`src/rtl/count_gate_step.sv`:
```
// Windowed up/down counter stage with programmable step, wrap/saturate mode,
// sticky over/underflow flags and combinational done outputs for cascading.
module count_gate_step #(
  parameter int          NUM_BIT     = 7,
  parameter int unsigned RESET_VALUE = 32'd0
) (
  input  logic               clk,
  input  logic               reset_n,
  input  logic               en,
  input  logic               inc,
  input  logic               dec,
  input  logic [NUM_BIT-1:0] step,
  input  logic [NUM_BIT-1:0] min_count,
  input  logic [NUM_BIT-1:0] max_count,
  input  logic               mode_sat,
  input  logic               load,
  input  logic [NUM_BIT-1:0] load_val,
  input  logic               clr,
  input  logic               flag_ack,
  output logic [NUM_BIT-1:0] count_o,
  output logic               done_inc,
  output logic               done_dec,
  output logic               ovf_sticky,
  output logic               unf_sticky,
  output logic               cfg_err
);

  localparam logic [NUM_BIT-1:0] RST_VAL = RESET_VALUE[NUM_BIT-1:0];

  logic [NUM_BIT-1:0] count_q, count_d;
  logic               ovf_q, ovf_d;
  logic               unf_q, unf_d;

  logic [NUM_BIT:0]   up_sum_s;
  logic [NUM_BIT:0]   min_plus_s;
  logic               dn_ok_s;
  logic               overflow_s;
  logic               in_window_s;
  logic               step_nz_s;
  logic               acc_inc_s;
  logic               acc_dec_s;
  logic [NUM_BIT-1:0] load_clamp_s;

  // Arithmetic is one bit wider than the counter so sums never truncate.
  always_comb begin
    up_sum_s    = {1'b0, count_q} + {1'b0, step};
    min_plus_s  = {1'b0, min_count} + {1'b0, step};
    dn_ok_s     = ({1'b0, count_q} >= min_plus_s);
    overflow_s  = (up_sum_s > {1'b0, max_count});
    in_window_s = (count_q >= min_count) && (count_q <= max_count);
    step_nz_s   = (step != {NUM_BIT{1'b0}});
    cfg_err     = (min_count > max_count);
  end

  // Accepted requests; reset_n gating keeps done low while in reset.
  always_comb begin
    acc_inc_s = reset_n & en & inc & ~dec & ~load & ~clr & ~cfg_err & step_nz_s;
    acc_dec_s = reset_n & en & dec & ~inc & ~load & ~clr & ~cfg_err & step_nz_s;
    done_inc  = acc_inc_s & in_window_s & overflow_s;
    done_dec  = acc_dec_s & in_window_s & ~dn_ok_s;
  end

  // Load value clamped to the window; a broken window forces min_count.
  always_comb begin
    if (cfg_err) begin
      load_clamp_s = min_count;
    end else if (load_val < min_count) begin
      load_clamp_s = min_count;
    end else if (load_val > max_count) begin
      load_clamp_s = max_count;
    end else begin
      load_clamp_s = load_val;
    end
  end

  // Next count: clr > load > inc/dec > hold; out-of-window recovers to min.
  always_comb begin
    count_d = count_q;
    if (clr) begin
      count_d = RST_VAL;
    end else if (load) begin
      count_d = load_clamp_s;
    end else if (acc_inc_s) begin
      if (!in_window_s) begin
        count_d = min_count;
      end else if (overflow_s) begin
        count_d = mode_sat ? max_count : min_count;
      end else begin
        count_d = up_sum_s[NUM_BIT-1:0];
      end
    end else if (acc_dec_s) begin
      if (!in_window_s) begin
        count_d = min_count;
      end else if (!dn_ok_s) begin
        count_d = mode_sat ? min_count : max_count;
      end else begin
        count_d = count_q - step;
      end
    end else begin
      count_d = count_q;
    end
  end

  // Sticky flags: a new done pulse beats a same-cycle acknowledge.
  always_comb begin
    ovf_d = done_inc | (ovf_q & ~(flag_ack | clr));
    unf_d = done_dec | (unf_q & ~(flag_ack | clr));
  end

  // State registers.
  always_ff @(posedge clk or negedge reset_n) begin
    if (!reset_n) begin
      count_q <= RST_VAL;
      ovf_q   <= 1'b0;
      unf_q   <= 1'b0;
    end else begin
      count_q <= count_d;
      ovf_q   <= ovf_d;
      unf_q   <= unf_d;
    end
  end

  assign count_o    = count_q;
  assign ovf_sticky = ovf_q;
  assign unf_sticky = unf_q;

endmodule

```
`config.mk`:
```
export PLATFORM = sky130hd
export DESIGN_NAME = count_gate_step
export DESIGN_NICKNAME = d
export VERILOG_FILES = /design/src/rtl/count_gate_step.sv
export SDC_FILE = /design/constraint.sdc
export NUM_CORES = 1
export LEC_CHECK = 0
export ABC_AREA = 0
export CAP_MARGIN = 25
export CORE_MARGIN = 5
export CORE_UTILIZATION = 45
export CTS_BUF_LIST = sky130_fd_sc_hd__clkbuf_16
export CTS_CLUSTER_DIAMETER = 80
export DETAILED_ROUTE_END_ITERATION = 8
export GPL_ROUTABILITY_DRIVEN = 0
export PLACE_DENSITY = 0.69
export SYNTH_ARGS = -nofsm -noshare
export SYNTH_HDL_FRONTEND = slang
export SYNTH_SLANG_ARGS = --single-unit
```
`constraint.sdc`:
```
create_clock -name clk -period 6 [get_ports clk]
set_input_delay 1.2 -clock clk [delete_from_list [all_inputs] [get_ports clk]]
set_output_delay 1.2 -clock clk [all_outputs]
set_load 0.03 [all_outputs]
```
; ---- Yosys cells after proc, flatten, opt, wreduce, memory -nomap -nowiden
; Cells that the tools add are included.
[classes]
n_addsub = 3
magnitude_cmp = 7
muxes = 13
bitwise = 29
n_reduce_logical = 3
[ops]
columns = operator, count
row1 = $mux 7, 13
row2 = $and 1x1->1, 19
row3 = $add 7x7->8, 2
row4 = $gt 7x7->1, 2
row5 = $ge 7x8->1, 1
row6 = $gt 8x7->1, 1
row7 = $ge 7x7->1, 1
row8 = $le 7x7->1, 1
row9 = $lt 7x7->1, 1
row10 = $not 1->1, 7
row11 = $reduce_bool 7->1, 1
row12 = $sub 7x7->7, 1
row13 = $reduce_bool 4->1, 1
row14 = $or 1x1->1, 3
row15 = $logic_and 1x1->1, 1
[word_totals]
reg_bits = 9
in_bits = 37
word_cells = 58

; ---- Logic depth before layout (Yosys ltp)
; Gate-level depths: netlist of run 1.
[logic_depth]
word_depth = 11
mapped_depth = 16

; ---- Least setup slack after synthesis of run 1
; Ideal clock, no wire load.
[synth_timing]
path_kind = input -> output
start = input port step[0]
end = output port done_dec
t_arrival_ps = 4536
t_required_ps = 4800
setup_slack_ps = 264
stages = 13
n_path_buf = 1
path_cell_list = ha_1 -> fa_1 -> a21o_1 -> a21oi_1 -> o21bai_1 -> a21oi_1 -> xor2_1 -> ha_1 -> and3_1 -> a311o_1 -> o22ai_1 -> buf_2 -> nor3b_1
[synth_via]
elab_chain_cells = 4
elab_cells_between_ends = 7
classes_between = 1 x add/sub / 1 x order compare / 4 x bitwise / 1 x reduce/logical
[synth_rtl]
columns = element, line_no
row1 = start: declaration, 12  ; input logic [NUM_BIT-1:0] step,
row2 = $add 7x7->8 or $reduce_bool 7->1 (tied branches), "47, 51"
row3 = $ge 7x8->1 or $and 1x1->1 (tied branches), "48, 58"
row4 = $not 1->1 or $and 1x1->1 (tied branches), 60  ; done_dec = acc_dec_s & in_window_s & ~dn_ok_s;
row5 = $and 1x1->1 *, 60
row6 = end: declaration, 22  ; output logic done_dec,
; Every way passes the cells marked *; elsewhere a longest branch is shown, timed or not.

; ---- Final worst setup path of run 1
[layout_timing]
start = input port step[0]
end = output port done_inc
[layout_via]
elab_chain_cells = 4
elab_cells_between_ends = 6
classes_between = 1 x add/sub / 1 x order compare / 3 x bitwise / 1 x reduce/logical
[layout_rtl]
columns = element, line_no
row1 = "parallel branches: the longest is 3 deep, another holds $add 7x7->8", -
row2 = $and 1x1->1 *, 59  ; done_inc = acc_inc_s & in_window_s & overflow_s;
row3 = end: declaration, 21  ; output logic done_inc,
; Every way passes the cells marked *.

==> impl_metrics.tcl, run 1 <==
set metrics [dict create \
    num_rows 30 \
    avgRoutedWirePerCell_um 19.7 \
    place_inst 529 \
    final.setup.tns_ps 0 \
    startpoint "step[0]" \
    n_antenna_cell 0 \
    grt.total_usage 0.245 \
    maxCapViolCount 0 \
    timing.final.crit_share 0.965 \
    synth_area_um2 3070 \
    fin_hold_ws_ps 470 \
    die-area_um2 8580 \
    reg2reg_depth 14 \
    nNetsFinal 563 \
    fillers 617 \
    crit_end "done_inc" \
    worst_slew_margin_rel 0.431 \
    crit_chain "clkdlybuf4s50_1 -> ha_1 -> fa_1 -> nand2b_1 -> a221oi_1 -> o211a_1 -> a2111oi_4 -> ha_1 -> nand3_1 -> nor3_2 -> a21oi_1 -> a2111oi_2 -> buf_4 -> a211oi_2 -> buf_4" \
    cts.clk_slew.worst_paths_ps 40 \
    slew_viol_final 0 \
    core_area_um2 6720 \
    synth_edf_count 0 \
    vias 3381 \
    ant_nets 0 \
    cp_max_fo 3 \
    startpoint_type "input pin" \
    cts_root_buffer "clkbuf_16" \
    path_class "in2out" \
    synthCells 403 \
    ys_seq_area_frac 0.0733 \
    outcome "complete, no violations" \
    cts_tree "done" \
    min_path_cells 1 \
    syn_nets 511 \
    crit_path_end_kind "primary output" \
    die_w_um 92.7 \
    skew_ps 1.37 \
    overflow 0 \
    tightest_slew_ps 851 \
    synth_cell_type_count 58 \
    grt_max_degree 25 \
    ys_async_sr_fraction 1.00 \
    crit_buf_inv 3 \
    area_delta_synth_final_pct 24.2 \
    yosysWarnings 0 \
    antenna_found_initial 0 \
    layoutNonFillerInstCount 534 \
    utilization 0.568 \
    arrival_ps 4590 \
    max_freq_mhz 173 \
    holdBufCountCts 0 \
    hold_path.class "reg2reg" \
    first_global_vias 3251 \
    synth.avg_cell_area_um2 7.63 \
    final_layout_size_suffix_gt1_frac 0.0749 \
    p_per_area_nw_per_um2 182 \
    synthFlopType "dfrtp_1" \
    cp_top_family "compound AO/OA/AOI/OAI gates" \
    start_util 0.458 \
    hpwl_um 8330 \
    cts_sinks 9 \
    die_h_um 92.7 \
    crit_path_top_delay_cell "clkdlybuf4s50_1" \
    pin_count 49 \
    via_per_inst 6.33 \
    wirelength_um 10500 \
    ys_seq_elements 9 \
    cts_buffers 3 \
    crit_cells 15 \
    h-tree-depth 1 \
    r2r-end "count_o[6]$_DFFE_PN0P_" \
    insertion_delay_ps 230 \
    clk_path_buf_depth 2 \
    worst_path_largest_cell_delay_ps 450 \
    dr.pass1.iters 5 \
    finalSetupViolCount 0 \
    leakage_nw 1.80 \
    io_buffers 48 \
    final_hold_viol_count 0 \
    grt_pass1_wl_um 16600 \
    period_minus_slack_ps 5790 \
    drtIter0Drc 311 \
    rrSetupSlack_ps 2050 \
    ir_drop_mv 0.0911 \
    drc 0 \
    r2r-start "count_o[0]$_DFFE_PN0P_" \
    required_ps 4800 \
]
-- metrics by stage --
step | total power, mW | instance area [um^2] | setup slack (ps)
after floorplan | 0.394 | 3070 | 264
after global placement | 0.542 | 3680 | 148
after detailed placement | 0.553 | 3680 | 46.2
after CTS | 0.671 | 3760 | 40.0
after global routing | 0.750 | 3820 | -11.3
final | 0.694 | 3820 | 211
-- final cells by class --
class                   instances  area [um^2]  area share
clock buffers                   3         75.1      0.0197
well taps                      80          100      0.0262
inverters                      33          124      0.0324
multi-input cells             344         2690       0.705
clock inverters                 1         3.75    0.000983
flip-flops and latches          9          225      0.0590
repair buffers                 64          598       0.157
-- where the power goes --
part / switching (mW) / internal [mW] / leakage (nW)
Sequential: 0.0238 / 0.0671 / 0.118
Combinational: 0.278 / 0.210 / 1.63
Clock: 0.0287 / 0.0870 / 0.0423
Total: 0.330 / 0.364 / 1.80
-- worst min-delay path by stage --
stage                                     from                   end  slack, ps
after floorplan           ovf_sticky$_DFF_PN0_  ovf_sticky$_DFF_PN0_        670
after global placement    ovf_sticky$_DFF_PN0_  ovf_sticky$_DFF_PN0_        460
after detailed placement  unf_sticky$_DFF_PN0_  unf_sticky$_DFF_PN0_        480
after CTS                 ovf_sticky$_DFF_PN0_  ovf_sticky$_DFF_PN0_        470
after global routing      ovf_sticky$_DFF_PN0_  ovf_sticky$_DFF_PN0_        490
final                     ovf_sticky$_DFF_PN0_  ovf_sticky$_DFF_PN0_        470
-- worst register-to-register path: stages, from the launching register on --
cell and delay [ps]:
dfrtp_1 450, ha_1 240, fa_1 400, nand2b_1 120, a221oi_1 100, o211a_1 250
a2111oi_4 360, ha_1 210, nand3_1 120, nor3_2 220, nor2_1 100, a2111o_1 610
or3_1 390, a21oi_1 170, o31ai_1 90
-- cells in the final DEF (no fill, tap or decap), types with 11 or more instances in the layout --
master	Yosys	layout
ha_1	68	68
clkdlybuf4s50_1	0	45
nand2_1	37	37
inv_1	32	33
a21oi_1	32	32
nor2_1	19	19
o21ai_0	17	17
buf_4	0	17
nor3_1	12	11
-- cell usage after synthesis (7+ instances only) --
master    count  share of area
ha_1         68           0.28
nand2_1      37          0.045
a21oi_1      32          0.052
inv_1        32          0.039
nor2_1       19          0.023
o21ai_0      17          0.028
nor3_1       12          0.020
clkbuf_1     10          0.012
dfrtp_1       9          0.073
nand3_1       9          0.015
nand4_1       9          0.018
nor2b_1       9          0.018
a21o_1        8          0.020
nand2b_1      7          0.014
o21bai_1      7          0.017
o221ai_1      7          0.020
xnor2_1       7          0.020
-- flip-flops by register name, indices dropped and copies added, names as in the netlist --
register / cells
count_o: 7
ovf_sticky: 1
unf_sticky: 1
-- layer usage --
metal	GRT usage	vias to the layer above	share of wire
met3	0.0585	41	0.090
met4	0.0842	0	0.040
met1	0.312	1530	0.42
met2	0.405	174	0.44
li1	-	1636	-
met5	0	-	0
-- timing repair --
item                       4_1_cts  5_1_grt
setup endpoints to repair        0        2
buffers inserted                 0        0
gates resized for setup          0        9
-- kinds of logic after synthesis --
| family | synth area share |
|---|---|
| adder cells (fa/ha/maj) | 0.296 |
| XOR/XNOR | 0.0342 |
| AO/OA/AOI/OAI | 0.298 |
| flip-flops | 0.0733 |
| AND/OR/NAND/NOR | 0.206 |
| buffers and inverters | 0.0659 |
| multiplexers | 0.0269 |
Note: power is estimated with default switching activity, not from simulation.
==> run 2: changes to the inputs <==
--- a/config.mk
+++ b/config.mk
@@ -9,7 +9,7 @@
 export CAP_MARGIN = 25
 export CORE_MARGIN = 5
 export CORE_UTILIZATION = 45
-export CTS_BUF_LIST = sky130_fd_sc_hd__clkbuf_16
+export CTS_BUF_LIST = sky130_fd_sc_hd__clkbuf_4 sky130_fd_sc_hd__clkbuf_8
 export CTS_CLUSTER_DIAMETER = 80
 export DETAILED_ROUTE_END_ITERATION = 8
 export GPL_ROUTABILITY_DRIVEN = 0
==> run 2 against run 1 <==
Effect of this change: die area unchanged; register-to-register slack about the same; sequential share of layout area barely moved; combinational power about the same; sequential power is essentially flat; core utilization down 0.45 points; largest power group unchanged.
==> impl_metrics.tcl, run 2 (synthesis results as in run 1) <==
set metrics [dict create \
    outcome "complete, no violations" \
    dr.pass1.iters 5 \
    fillers 621 \
    p_per_area_nw_per_um2 172 \
    rrSetupSlack_ps 2040 \
    crit_buf_inv 3 \
    place_inst 529 \
    min_from "unf_sticky$_DFF_PN0_" \
    path_class "in2out" \
    drc 0 \
    pin_count 49 \
    arrival_ps 4600 \
    place_ws_ps 46.2 \
    post_cts_buffers 0 \
    p_total_uw 653 \
    cp_top_family "compound AO/OA/AOI/OAI gates" \
    start_util 0.458 \
    hold_path.class "reg2reg" \
    fin_ws_ps 204 \
    die-area_um2 8580 \
    largest_reg_flops 7 \
    reg2reg_depth 14 \
    crit_path_end_kind "primary output" \
    grt_pass1_wl_um 16600 \
    die_w_um 92.7 \
    overflow 0 \
    cts_tree "done" \
    ant_nets 0 \
    startpoint_type "input pin" \
    layout_commonest_cell "ha_1" \
    worst_path_largest_cell_delay_ps 450 \
    cts_sinks 9 \
    skew_ps 4.35 \
    final_layout_size_suffix_gt1_frac 0.0771 \
    ctsResizeCount 0 \
    final_hold_viol_count 0 \
    grt_max_degree 25 \
    min_path_cells 1 \
    cts_buffers 3 \
    holdPathEnd "unf_sticky$_DFF_PN0_" \
    clk_path_buf_depth 2 \
    io_buffers 48 \
    leakage_nw 1.78 \
    maxCapViolCount 0 \
    max_freq_mhz 173 \
    r2r-start "count_o[0]$_DFFE_PN0P_" \
    finalSetupViolCount 0 \
    via_per_inst 6.34 \
    holdBufCountCts 0 \
    num_rows 30 \
    die_h_um 92.7 \
    mostFrequentLayoutCells "ha_1, clkdlybuf4s50_1, nand2_1" \
    timing.final.crit_share 0.966 \
    wirelength_um 10500 \
    tightest_slew_ps 841 \
    cts_root_buffer "clkbuf_8" \
    crit_path_top_delay_cell "clkdlybuf4s50_1" \
    insertion_delay_ps 230 \
    drtIter0Drc 338 \
    area_delta_synth_final_pct 23.2 \
    grt.total_usage 0.244 \
    h-tree-depth 1 \
    avgRoutedWirePerCell_um 19.6 \
    nNetsFinal 563 \
    first_global_vias 3233 \
    core_area_um2 6720 \
    crit_chain "clkdlybuf4s50_1 -> ha_1 -> fa_1 -> nand2b_1 -> a221oi_1 -> o211a_1 -> a2111oi_4 -> ha_1 -> nand3_1 -> nor3_2 -> a21oi_1 -> a2111oi_2 -> buf_4 -> a211oi_2 -> buf_4" \
    cp_max_fo 3 \
    hpwl_um 8330 \
    period_minus_slack_ps 5800 \
    vias 3384 \
    cts.clk_slew.worst_paths_ps 40 \
    n_antenna_cell 0 \
    worst_slew_margin_rel 0.438 \
    ir_drop_mv 0.0841 \
    antenna_found_initial 0 \
    slew_viol_final 0 \
    required_ps 4800 \
    r2r-end "count_o[6]$_DFFE_PN0P_" \
    layoutNonFillerInstCount 534 \
]
-- run 2: layout make-up --
type | count | area (um^2) | area share
clock buffers | 4 | 48.8 | 0.0129
inverters | 33 | 124 | 0.0327
multi-input cells | 344 | 2690 | 0.711
flip-flops and latches | 9 | 225 | 0.0595
well taps | 80 | 100 | 0.0264
repair buffers | 64 | 598 | 0.158
-- run 2: metrics by stage --
stage               hold WS [ps]  area (um^2)  utilization  TNS, ps
finish                       484         3790        0.564        0
global route                 499         3790        0.564    -11.3
CTS                          487         3730        0.555        0
detailed placement           479         3680        0.548        0
global placement             461         3680        0.548        0
floorplan                    670         3070            -        0
-- run 2: worst max path at each step --
| stage | cells after the start | start | to |
|---|---|---|---|
| finish | 15 | step[0] | done_inc |
| detailed placement | 14 | step[1] | done_inc |
| global route | 15 | step[0] | done_inc |
| CTS | 14 | step[1] | done_inc |
| floorplan | 13 | step[0] | done_dec |
| global placement | 15 | step[0] | done_inc |
-- run 2: where the power goes --
group	switching [mW]	internal (mW)	total, mW
clock network	0.0235	0.0507	0.0743
registers	0.0240	0.0670	0.0911
logic	0.277	0.210	0.487
-- run 2: routing by layer --
layer,share of wire,vias to the layer above,GRT usage,routed length (um)
li1,-,1631,-,-
met1,0.42,1531,0.313,4430
met2,0.44,174,0.403,4630
met3,0.091,48,0.0552,954
met4,0.045,0,0.0806,475
met5,0,-,0,0
-- run 2: worst reg2reg max path: cells and delay by family, from the launching register on --
family                     cells  cell delay (ps)
AOI/OAI and AO/OA              6             1560
DFF                            1              450
and+or+nand+nor                5              960
adders and majority gates      3              850
